`src/rtl/nic_host_agent_pkg.sv`:
```
// Shared definitions for the NIC host agent: NIC register map and agent state encodings.
package nic_host_agent_pkg;

  localparam logic [1:0] NIC_ADDR_RXBUF  = 2'b00;
  localparam logic [1:0] NIC_ADDR_RXSTAT = 2'b01;
  localparam logic [1:0] NIC_ADDR_TXBUF  = 2'b10;
  localparam logic [1:0] NIC_ADDR_TXSTAT = 2'b11;
  localparam int unsigned NIC_STAT_FULL_BIT = 0;

  typedef enum logic [2:0] {
    S_IDLE,
    S_POLL_RX,
    S_READ_RX,
    S_DELIVER,
    S_POLL_TX,
    S_WRITE_TX
  } agent_state_e;

  typedef enum logic {
    SVC_RX,
    SVC_TX
  } service_e;

endpackage

```
`src/rtl/nic_host_agent_sat_counter.sv`:
```
// Event counter that holds at all-ones instead of wrapping.
module sat_counter #(
  parameter int unsigned WIDTH = 16
) (
  input  logic             clk,
  input  logic             reset,
  input  logic             inc,
  output logic [WIDTH-1:0] count
);

  logic [WIDTH-1:0] count_q;

  always_ff @(posedge clk or posedge reset) begin
    if (reset) begin
      count_q <= '0;
    end else if (inc && (count_q != '1)) begin
      count_q <= count_q + 1'b1;
    end
  end

  assign count = count_q;

endmodule

```
`src/rtl/nic_host_agent.sv`:
```
// Host-side NIC CPU-port initiator: drains the NIC RX buffer and fills the TX buffer,
// alternating fairly between the two services.
module nic_host_agent
  import nic_host_agent_pkg::*;
#(
  parameter int unsigned PACKET_WIDTH = 64,
  parameter int unsigned POLL_GAP     = 0,
  parameter int unsigned CNT_WIDTH    = 16
) (
  input  logic                    clk,
  input  logic                    reset,
  input  logic                    enable,
  input  logic                    tx_valid,
  input  logic [PACKET_WIDTH-1:0] tx_pkt,
  output logic                    tx_ready,
  output logic                    rx_valid,
  output logic [PACKET_WIDTH-1:0] rx_pkt,
  input  logic                    rx_ready,
  output logic [1:0]              addr,
  output logic [PACKET_WIDTH-1:0] d_in,
  input  logic [PACKET_WIDTH-1:0] d_out,
  output logic                    nicEn,
  output logic                    nicEnWR,
  output logic [CNT_WIDTH-1:0]    tx_count,
  output logic [CNT_WIDTH-1:0]    rx_count
);

  localparam logic [7:0] GAP_LAST = 8'(POLL_GAP);

  agent_state_e            state_q;
  service_e                last_q;
  logic [7:0]              gap_q;
  logic                    rx_valid_q;
  logic [PACKET_WIDTH-1:0] rx_pkt_q;
  logic                    tx_inc;
  logic                    rx_inc;

  always_ff @(posedge clk or posedge reset) begin
    if (reset) begin
      state_q    <= S_IDLE;
      last_q     <= SVC_TX;
      gap_q      <= '0;
      rx_valid_q <= 1'b0;
      rx_pkt_q   <= '0;
    end else begin
      case (state_q)
        S_IDLE: begin
          // gap_q parks at GAP_LAST while disabled so re-enabling starts at once
          if (gap_q != GAP_LAST) begin
            gap_q <= gap_q + 8'd1;
          end else if (enable) begin
            gap_q <= '0;
            if (tx_valid && (last_q == SVC_RX)) state_q <= S_POLL_TX;
            else                                state_q <= S_POLL_RX;
          end
        end
        S_POLL_RX: begin
          if (d_out[NIC_STAT_FULL_BIT]) begin
            state_q <= S_READ_RX;
          end else begin
            last_q  <= SVC_RX;
            state_q <= S_IDLE;
          end
        end
        S_READ_RX: begin
          rx_pkt_q   <= d_out;
          rx_valid_q <= 1'b1;
          state_q    <= S_DELIVER;
        end
        S_DELIVER: begin
          if (rx_valid_q && rx_ready) begin
            rx_valid_q <= 1'b0;
            last_q     <= SVC_RX;
            state_q    <= S_IDLE;
          end
        end
        S_POLL_TX: begin
          if (!d_out[NIC_STAT_FULL_BIT]) begin
            state_q <= S_WRITE_TX;
          end else begin
            last_q  <= SVC_TX;
            state_q <= S_IDLE;
          end
        end
        S_WRITE_TX: begin
          last_q  <= SVC_TX;
          state_q <= S_IDLE;
        end
        default: state_q <= S_IDLE;
      endcase
    end
  end

  // NIC side is a Moore decode of state; the write is additionally gated by tx_valid
  always_comb begin
    addr     = '0;
    d_in     = '0;
    nicEn    = 1'b0;
    nicEnWR  = 1'b0;
    tx_ready = 1'b0;
    case (state_q)
      S_POLL_RX: begin
        nicEn = 1'b1;
        addr  = NIC_ADDR_RXSTAT;
      end
      S_READ_RX: begin
        nicEn = 1'b1;
        addr  = NIC_ADDR_RXBUF;
      end
      S_POLL_TX: begin
        nicEn = 1'b1;
        addr  = NIC_ADDR_TXSTAT;
      end
      S_WRITE_TX: begin
        if (tx_valid) begin
          nicEn    = 1'b1;
          nicEnWR  = 1'b1;
          addr     = NIC_ADDR_TXBUF;
          d_in     = tx_pkt;
          tx_ready = 1'b1;
        end
      end
      default: ;
    endcase
  end

  assign tx_inc   = (state_q == S_WRITE_TX) && tx_valid;
  assign rx_inc   = (state_q == S_READ_RX);
  assign rx_valid = rx_valid_q;
  assign rx_pkt   = rx_pkt_q;

  sat_counter #(.WIDTH(CNT_WIDTH)) u_tx_cnt (
    .clk   (clk),
    .reset (reset),
    .inc   (tx_inc),
    .count (tx_count)
  );

  sat_counter #(.WIDTH(CNT_WIDTH)) u_rx_cnt (
    .clk   (clk),
    .reset (reset),
    .inc   (rx_inc),
    .count (rx_count)
  );

endmodule

```
`config.mk`:
```
export PLATFORM = sky130hd
export DESIGN_NAME = nic_host_agent
export DESIGN_NICKNAME = d
export VERILOG_FILES = /design/src/rtl/nic_host_agent_pkg.sv /design/src/rtl/nic_host_agent_sat_counter.sv /design/src/rtl/nic_host_agent.sv
export SDC_FILE = /design/constraint.sdc
export NUM_CORES = 1
export LEC_CHECK = 0
export CAP_MARGIN = 25
export CORE_AREA = 2 2 115 117
export CTS_BUF_LIST = sky130_fd_sc_hd__clkbuf_4
export DETAILED_ROUTE_END_ITERATION = 8
export DIE_AREA = 0 0 117 119
export DONT_BUFFER_PORTS = 1
export PLACE_DENSITY = 0.54
export SYNTH_ARGS = -nofsm -noshare
export SYNTH_HDL_FRONTEND = slang
export SYNTH_HIERARCHICAL = 1
export SYNTH_SLANG_ARGS = --single-unit
```
`constraint.sdc`:
```
create_clock -name clk -period 5.3 [get_ports clk]
set_input_delay 0.795 -clock clk [delete_from_list [all_inputs] [get_ports clk]]
set_output_delay 0.795 -clock clk [all_outputs]
set_load 0.01 [all_outputs]
```
# Yosys cells after proc, flatten, opt, wreduce, memory -nomap -nowiden
# Index checks and enable logic that the tools add are counted.
# op_classes
n_eq_ne,12
n_addsub,3
muxes,21
n_reduce_logical,15
n_bitwise,1
# ops
operator,count
$mux 64,2
$add 16x1->16 const B,2
$ne 16x16->1 const B,2
$mux 8,2
$mux 3,5
$pmux 3 s5,1
$ne 2x2->1 const B,5
$add 8x1->8 const B,1
$reduce_bool 8->1,1
$eq 3x2->1 const B,2
$eq 3x3->1 const B,2
$pmux 2 s3,1
$logic_and 1x1->1,5
$mux 1,5
$mux 2,2
$pmux 1 s2,2
$pmux 1 s4,1
$reduce_and 2->1,2
$reduce_and 4->1,1
$reduce_bool 2->1,2
$reduce_bool 4->1,1
$eq 3x1->1 const B,1
$logic_not 3->1,1
$reduce_and 3->1,1
other kinds (2),2
# word_totals
register_bits,109
output_inout_bits,166
input_bits,133
word_cells,59

# Longest topological paths before layout
# Gate-level depths: netlist (run 1).
# depth
word_depth,6
mapped_depth,7
ltp_nobuf,6

# By module
# Netlist (run 1), hierarchy kept.
# modules_own_cells
module,cells_each,seq_area_each_um2,area_per_inst_um2,n_inst
nic_host_agent,297,1928.1,3618.5,1
sat_counter,71,400.4,805.8,2

# Worst setup path before layout (run 1)
# Ideal clock, no wire load.
# synth_timing
path_kind,input -> output
startpoint,input port tx_valid
endpoint,output port d_in[54]
path_buffers,1
slack_ns,2.887
t_required_ns,4.505
path_stages,3
arrival_time_ns,1.618
path_cell_list,and4b_1 > clkbuf_1 > and2_1
# synth_between
elab_chain_cells,2
# synth_rtl
item,line_no,source
start: declaration,nic_host_agent.sv:13,"input logic tx_valid,"
$mux 64,nic_host_agent.sv:115,if (tx_valid) begin
$mux 64,nic_host_agent.sv:101,case (state_q)
end: declaration,nic_host_agent.sv:20,"output logic [PACKET_WIDTH-1:0] d_in,"
# Every way passes these cells.

# Worst setup path after layout (run 1)
# layout_timing
startpoint,register state_q[2]
endpoint,output port d_in[53]
# layout_between
elab_chain_cells,2
# layout_rtl
item,line_no,source
start: declaration,nic_host_agent.sv:30,agent_state_e state_q;
start signal: assignment,nic_host_agent.sv:40,state_q <= S_IDLE;
start signal: assignment,nic_host_agent.sv:53,if (tx_valid && (last_q == SVC_RX)) state_q <= S_POLL_TX;
start signal: assignment,nic_host_agent.sv:54,else state_q <= S_POLL_RX;
$eq 3x3->1,nic_host_agent.sv:101,
$mux 64,nic_host_agent.sv:101,
# Every way passes these cells.

==> results of run 1 <==
[state kept, by name, summed over array words and instances, names as in the netlist]
signal and count:
rx_pkt 64, rx_valid 1, state_q 3, last_q 1, gap_q 8, u_rx_cnt/count 16, u_tx_cnt/count 16
[placed cells by master, fill, tap and decap left out, drive strengths merged, types with 6 or more instances in the layout]
| cell type | Yosys | final |
|---|---|---|
| and2 | 66 | 66 |
| o21ai | 6 | 6 |
| clkbuf | 12 | 9 |
| and3 | 12 | 12 |
| inv | 6 | 6 |
| dfrtp | 108 | 108 |
| nand4 | 16 | 16 |
| mux2 | 68 | 68 |
| nor2 | 14 | 14 |
| diode | 0 | 10 |
| nand2 | 20 | 20 |
| xnor2 | 24 | 24 |
| and4 | 8 | 8 |
| a21oi | 10 | 10 |
| nand3 | 18 | 18 |
[power groups by stage]
stage / logic [mW] / registers [mW] / clock network [mW]
2_1_floorplan: 0.0139 / 0.847 / 0
3_3_place_gp: 0.0193 / 0.847 / 0
3_5_place_dp: 0.0195 / 0.847 / 0
4_1_cts: 0.0197 / 0.832 / 0.495
5_1_grt: 0.0246 / 0.833 / 0.531
6_report: 0.0207 / 0.832 / 0.468
[worst register-to-register path: cells and delay by family (launching register included)]
kind	cells	cell delay, ps
buffers and inverters	1	670
flip-flops	1	620
multiplexers	1	480
AND/OR/NAND/NOR	2	720
[area by class of cell]
class                           count  area (sq um)
Tap cell                          176           220
Sequential cell                   109          2730
Multi-Input combinational cell    303          2400
Antenna cell                       10          25.0
Inverter                            6          23.8
Clock inverter                      7          97.6
Fill cell                        1220          7250
Timing Repair Buffer                4          62.6
Clock buffer                        9          67.6
[through the flow]
step / setup slack (ps) / utilization [%] / power, mW / instance area, sq um
floorplan: 2540 / - / 0.861 / 5230
detailed placement: 2410 / 41.8 / 0.867 / 5380
global route: 2290 / 43.5 / 1.39 / 5600
finish: 2480 / 43.7 / 1.32 / 5620
global placement: 2460 / 41.8 / 0.867 / 5380
CTS: 1890 / 43.1 / 1.35 / 5550
[worst paths after layout]
| check | cells past startpoint | startpoint | slack [ps] | to |
|---|---|---|---|---|
| max | 3 | state_q[2] | 2480 | d_in[53] |
| min | 2 | reset | 120 | rx_pkt[17] |
| max reg2reg | 4 | state_q[1] | 2730 | rx_pkt[33] |
| min reg2reg | 2 | last_q | 550 | last_q |
| max in group asynchronous | 3 | reset | 4590 | last_q |
| min in group clk | 1 | d_out[16] | 450 | rx_pkt[16] |
[layer usage]
metal,up-vias,global-route usage [%]
li1,1537,-
met2,173,29.8
met1,1666,24.7
met4,6,7.43
met3,20,7.84
met5,-,0
[cells by family (layout without fill, tap and decap cells)]
logic type	Yosys count	count (layout)	synth area share, %
other cells	0	10	0
flops	109	109	52.2
xor+xnor	24	24	4.02
fa+ha+maj	4	4	0.957
buf+inv	27	26	2.18
compound gates	34	34	4.62
mux	71	71	15.2
simple gates	170	170	20.8
==> tab_implementation.tex, run 1 <==
\begin{tabular}{lr}
\hline
Metric & Value \\
\hline
\multicolumn{2}{l}{\textbf{Clock tree}} \\
Clk root buf & clkbuf\_4 \\
Clock latency of the later-clocked register in the worst-skew pair & 460 ps \\
Clock transition at the registers of the reported paths & 160 ps \\
Max Root-Sink Buffers & 2 \\
Number of setup buffers added after CTS & 0 \\
Quantity of hold-fixing buffers added after cts & 0 \\
Number of buffers added by the clock tree synthesis step & 9 \\
Number of sinks driven by the clock tree & 109 \\
CTS H-tree lvls & 3 \\
Clock tree from TritonCTS & done \\
Post-cts resize count & 0 \\
\multicolumn{2}{l}{\textbf{Detailed routing}} \\
Detailed route wirelength on metal2 & 6820 um \\
Vias per std cell & 5.45 \\
Met1 Wirelength & 5630 um \\
First-pass iteration count of the detailed router & 4 \\
Top layer reached by signal wires & met5 \\
Number of design-rule violations left by the first detailed-router iteration & 169 \\
Total number of vias & 3402 \\
Sum of routed wire length over all layers & 14000 um \\
Remaining design rule violation count & 0 \\
Routed length on met3 & 1280 um \\
Number of nets still failing antenna checks after routing & 0 \\
Wire per inst & 22.4 um \\
\multicolumn{2}{l}{\textbf{Power and ir drop}} \\
Net Sw Power & around 290 uW \\
P per Cell Area & 235 nW/um\^{}2 \\
Pint & 1.03 mW \\
Seq pwr share & 63.0\% \\
Share of power burned in the clock network & between 30 and 40\% \\
Total leakage power & around 2.7 nW \\
Worst IR Drop VDD & 0.000150 V \\
Part of the total power dissipated in combinational logic & 1.6\% \\
Switching fraction of total power & 22.1\% \\
\multicolumn{2}{l}{\textbf{Yosys}} \\
Distinct cell type count of the synthesized netlist & roughly 50 \\
Number of flops mapped to enable cells by yosys & 0 \\
Share of synthesized registers carrying an async set or reset & 100\% \\
Synth area leaders & dfrtp\_1 52\%, mux2\_1 14\%, and2\_1 7.9\% \\
Synthesized netlist cell count & 439 \\
Dominant synthesized flop cell & dfrtp\_1 \\
Part of the Yosys area used for sequential elements & 52.2\% \\
Syn Area/Cell & roughly 12 sq um \\
Syn. warnings & 6 \\
Post-synthesis sequential element count & 109 \\
Top cells by instance count after synthesis & 108 x dfrtp\_1, 66 x and2\_1, 64 x mux2\_1 \\
Fraction of post-synthesis cell area in the top cell type by area & between 50\% and 60\% \\
Netlist area before placement & 5230 sq um \\
Net Count, Synth & 576 \\
Most instantiated library cell after synthesis & dfrtp\_1 \\
Synth area leader & dfrtp\_1 \\
\multicolumn{2}{l}{\textbf{Setup path}} \\
Maximum fanout along the worst path & around 70 \\
Delay of the slowest cell on the worst path & 690 ps \\
Worst Path Buf+Inv & 1 \\
CP max-delay cell & dfrtp\_1 \\
Worst setup path class & reg2out \\
Ordered list of cells on the worst path & and4b\_2 -> buf\_12 -> and2\_1 \\
Data required time at the worst endpoint & 4510 ps \\
Kind of cell with the highest combined delay on the critical path & flip-flops \\
Data arrival at the endpoint of the critical path & 2030 ps \\
Startpoint class of the critical path & register \\
Setup crit end kind & output port \\
\multicolumn{2}{l}{\textbf{GRT}} \\
Wire length of the first global-routing pass & 19800 um \\
Total grt overflow & 0 \\
Global Route Usage Sum & 19.5\% \\
Antenna violations before repair & 11 \\
Vias in the first global route & 3234 \\
Pin count of the biggest net entering global routing & between 70 and 80 \\
\multicolumn{2}{l}{\textbf{Floorplanning}} \\
Num rows & 42 \\
Die height & 119 um \\
Total core area & 12900 sq um \\
Floorplan die area & between 10000 and 15000 sq um \\
Initial standard-cell utilization of the core & 40.6\% \\
I/O Pins & 299 \\
Die Span X & between 100 and 150 um \\
\multicolumn{2}{l}{\textbf{STA}} \\
Top achievable clock speed & roughly 350 MHz \\
Final hold viol count & 0 \\
Final critical-path required period & 2820 ps \\
TNS Setup & 0 ps \\
Post-route clock skew & 15.2 ps \\
Final Cycle Share & 53.2\% \\
Final Setup Violations & 0 \\
Final-layout worst hold slack & 124 ps \\
Transition time of the tightest slew-check pin & between 800 and 900 ps \\
RSZ-0062 raised after global routing & false \\
Slew headroom & a little under half \\
Pins over their slew limit & 0 \\
\multicolumn{2}{l}{\textbf{Placement}} \\
IO Port Bufs & 0 \\
Gpl congestion & 0.761 \\
Detailed placement HPWL & 10900 um \\
Dpl cells & 596 \\
\multicolumn{2}{l}{\textbf{Run}} \\
Total of max-cap violations & 0 \\
\multicolumn{2}{l}{\textbf{Layout}} \\
Synth-to-layout area growth & 7.49\% \\
Share of cells above drive strength 1 & 10.5\% \\
Final instance count without filler cells & between 600 and 700 \\
Nets & 570 \\
\multicolumn{2}{l}{\textbf{Hold path}} \\
Class of the worst hold path & in2async \\
\multicolumn{2}{l}{\textbf{Status}} \\
Status & completed \\
\hline
\end{tabular}
Note: power is estimated with default switching activity, not from simulation.
==> run 2: changes to the inputs <==
--- a/config.mk
+++ b/config.mk
@@ -11,7 +11,7 @@
 export DETAILED_ROUTE_END_ITERATION = 8
 export DIE_AREA = 0 0 117 119
 export DONT_BUFFER_PORTS = 1
-export PLACE_DENSITY = 0.54
+export PLACE_DENSITY = 0.56
 export SYNTH_ARGS = -nofsm -noshare
 export SYNTH_HDL_FRONTEND = slang
 export SYNTH_HIERARCHICAL = 1
==> constraint.sdc (replaced) <==
create_clock -name clk -period 2.5 [get_ports clk]
set_input_delay 0.375 -clock clk [delete_from_list [all_inputs] [get_ports clk]]
set_output_delay 0.375 -clock clk [all_outputs]
set_load 0.01 [all_outputs]
==> run 2 against run 1 <==
  * Non-clock buffer count is 68 higher
  * Critical path depth is 1 higher
  * Global-route usage is 0.40 points higher
  * First-iteration DRC count is 1.8% lower
  * Design area is 11% higher
  * Clock-buffer cell count stayed put
  * Power is 110% higher
  * Sequential cell count stayed put
  * Die area stayed put
  * Via count is 9.3% higher
  * Worst setup slack worse by 2300 ps
  * Sequential power is 110% higher
==> tab_implementation.tex, run 2 (synthesis results as in run 1) <==
\begin{tabular}{lr}
\hline
Metric & Value \\
\hline
\multicolumn{2}{l}{\textbf{Floorplanning}} \\
Floorplan die area & 13900 sq um \\
Num rows & 42 \\
Initial standard-cell utilization of the core & 40.6\% \\
Die height & approximately 120 um \\
Die Span X & 117 um \\
I/O Pins & 299 \\
Total core area & between 10000 and 15000 sq um \\
\multicolumn{2}{l}{\textbf{Run}} \\
Total of max-cap violations & 0 \\
\multicolumn{2}{l}{\textbf{Placement}} \\
Pre-CTS setup slack & between 500 and 600 ps \\
Detailed placement HPWL & 10600 um \\
Instance area at placement & around 5500 sq um \\
IO Port Bufs & 0 \\
Dpl cells & roughly 600 \\
Gpl congestion & about 0.80 \\
\multicolumn{2}{l}{\textbf{STA}} \\
Final Setup Violations & 0 \\
Transition time of the tightest slew-check pin & 645 ps \\
Final hold viol count & 0 \\
Final-layout worst hold slack & 55.6 ps \\
RSZ-0062 raised after global routing & false \\
Final worst-path setup slack & 194 ps \\
Top achievable clock speed & 434 MHz \\
TNS Setup & 0 ps \\
Post-route clock skew & 11.2 ps \\
Final Cycle Share & 92.2\% \\
Slew headroom & a little under three fifths \\
Final critical-path required period & 2310 ps \\
Pins over their slew limit & 0 \\
\multicolumn{2}{l}{\textbf{Detailed routing}} \\
Number of nets still failing antenna checks after routing & 0 \\
Sum of routed wire length over all layers & 14100 um \\
Total number of vias & 3718 \\
First-pass iteration count of the detailed router & 4 \\
Vias per std cell & roughly 5.4 \\
Wire per inst & 20.4 um \\
Number of design-rule violations left by the first detailed-router iteration & about 170 \\
Remaining design rule violation count & 0 \\
\multicolumn{2}{l}{\textbf{Clock tree}} \\
Max Root-Sink Buffers & 2 \\
Number of sinks driven by the clock tree & approximately 110 \\
Number of buffers added by the clock tree synthesis step & 9 \\
Clk root buf & clkbuf\_4 \\
Clock tree from TritonCTS & done \\
CTS H-tree lvls & 3 \\
Clock latency of the later-clocked register in the worst-skew pair & between 400 and 500 ps \\
Clock transition at the registers of the reported paths & 160 ps \\
\multicolumn{2}{l}{\textbf{Layout}} \\
Area taken by flip-flops and latches & between 2000 and 3000 sq um \\
Most common library cell in the layout ignoring fill and taps & dfrtp\_1 \\
Nets & 638 \\
Max reg flops & 64 \\
Final instance count without filler cells & 690 \\
Synth-to-layout area growth & 19.7\% \\
Fill cell total of the finished layout & 1152 \\
Post-Layout Inst Area & around 6300 sq um \\
Share of cells above drive strength 1 & 9.88\% \\
Area of the multi-input gates & 2400 sq um \\
Most frequent cells in the layout & 108 x dfrtp\_1, 66 x and2\_1, 64 x mux2\_1, 64 x dlygate4sd3\_1, 24 x xnor2\_1 \\
Share of the core filled with cells & 48.6\% \\
\multicolumn{2}{l}{\textbf{Power and ir drop}} \\
Share of power burned in the clock network & approximately a third \\
Power, Total & approximately 2.8 mW \\
Pint & between 2 and 2.5 mW \\
Total leakage power & around 3.0 nW \\
Worst IR Drop VDD & 0.000333 V \\
P per Cell Area & 446 nW/um\^{}2 \\
Switching fraction of total power & 23.1\% \\
Net Sw Power & 646 uW \\
Part of the total power dissipated in combinational logic & 4.5\% \\
Seq pwr share & 63.2\% \\
\multicolumn{2}{l}{\textbf{GRT}} \\
Vias in the first global route & 3697 \\
Grt met1 use & 22.8\% \\
Global Route Usage Sum & 19.9\% \\
Total grt overflow & 0 \\
Antenna violations before repair & 8 \\
Wire length of the first global-routing pass & 20800 um \\
Pin count of the biggest net entering global routing & 65 \\
Global Route met2 Usage & between 30\% and 40\% \\
Global-route layer with the greatest usage & met2 \\
GR Layer Usage met3 & between 6 and 7\% \\
\multicolumn{2}{l}{\textbf{Setup path}} \\
Worst setup path class & reg2out \\
Maximum fanout along the worst path & 23 \\
Data required time at the worst endpoint & 2120 ps \\
Startpoint class of the critical path & register \\
Data arrival at the endpoint of the critical path & 1930 ps \\
Setup crit end kind & output port \\
\multicolumn{2}{l}{\textbf{Hold path}} \\
Class of the worst hold path & in2reg \\
\multicolumn{2}{l}{\textbf{Status}} \\
Status & completed \\
\hline
\end{tabular}
[run 2: worst max-delay path, stage by stage, from the launching register on]
cell     delay (ps)
dfrtp_1         410
buf_4           170
and4b_2         380
buf_4           240
and2_1          250
[run 2: final cells by class]
type / instances / area share (%)
inverter: 6 / 0.380
sequential: 109 / 43.6
tap: 176 / 3.52
antenna: 8 / 0.320
clock inverter: 7 / 1.18
timing repair buffer: 72 / 11.7
multi-input combinational: 303 / 38.3
clock buffer: 9 / 1.08
[run 2: path summary, 6_finish.rpt]
kind,startpoint,endpoint,slack (ps),cells past startpoint
worst max-delay path,state_q[1],d_in[3],190,4
worst min-delay path,rx_ready,rx_valid,60,2
worst max register to register,state_q[2],u_rx_cnt/count[14],510,6
worst min register to register,last_q,last_q,530,2
max in group asynchronous,reset,rx_pkt[29],1430,3
min in group asynchronous,reset,rx_pkt[56],430,2
[run 2: repair_timing]
action	in CTS	in global routing
gates resized for setup	0	1
setup endpoints to repair	0	12
hold buffers	63	1
endpoints found under the hold margin	123	1
buffers inserted	0	0
[run 2: metal layers]
| metal | part of all wire (%) | wire [um] |
|---|---|---|
| met5 | 0 | 0 |
| met4 | 2.6 | 362 |
| met3 | 8.9 | 1250 |
| met2 | 52 | 7280 |
| met1 | 37 | 5200 |
[run 2: power groups by stage]
stage	Sequential, mW	Clock, mW	Combinational [mW]
after global placement	1.80	0	0.0442
after CTS	1.76	0.950	0.126
final	1.76	0.903	0.124
after global routing	1.77	1.02	0.139
after floorplan	1.80	0	0.0296
after detailed placement	1.80	0	0.0454
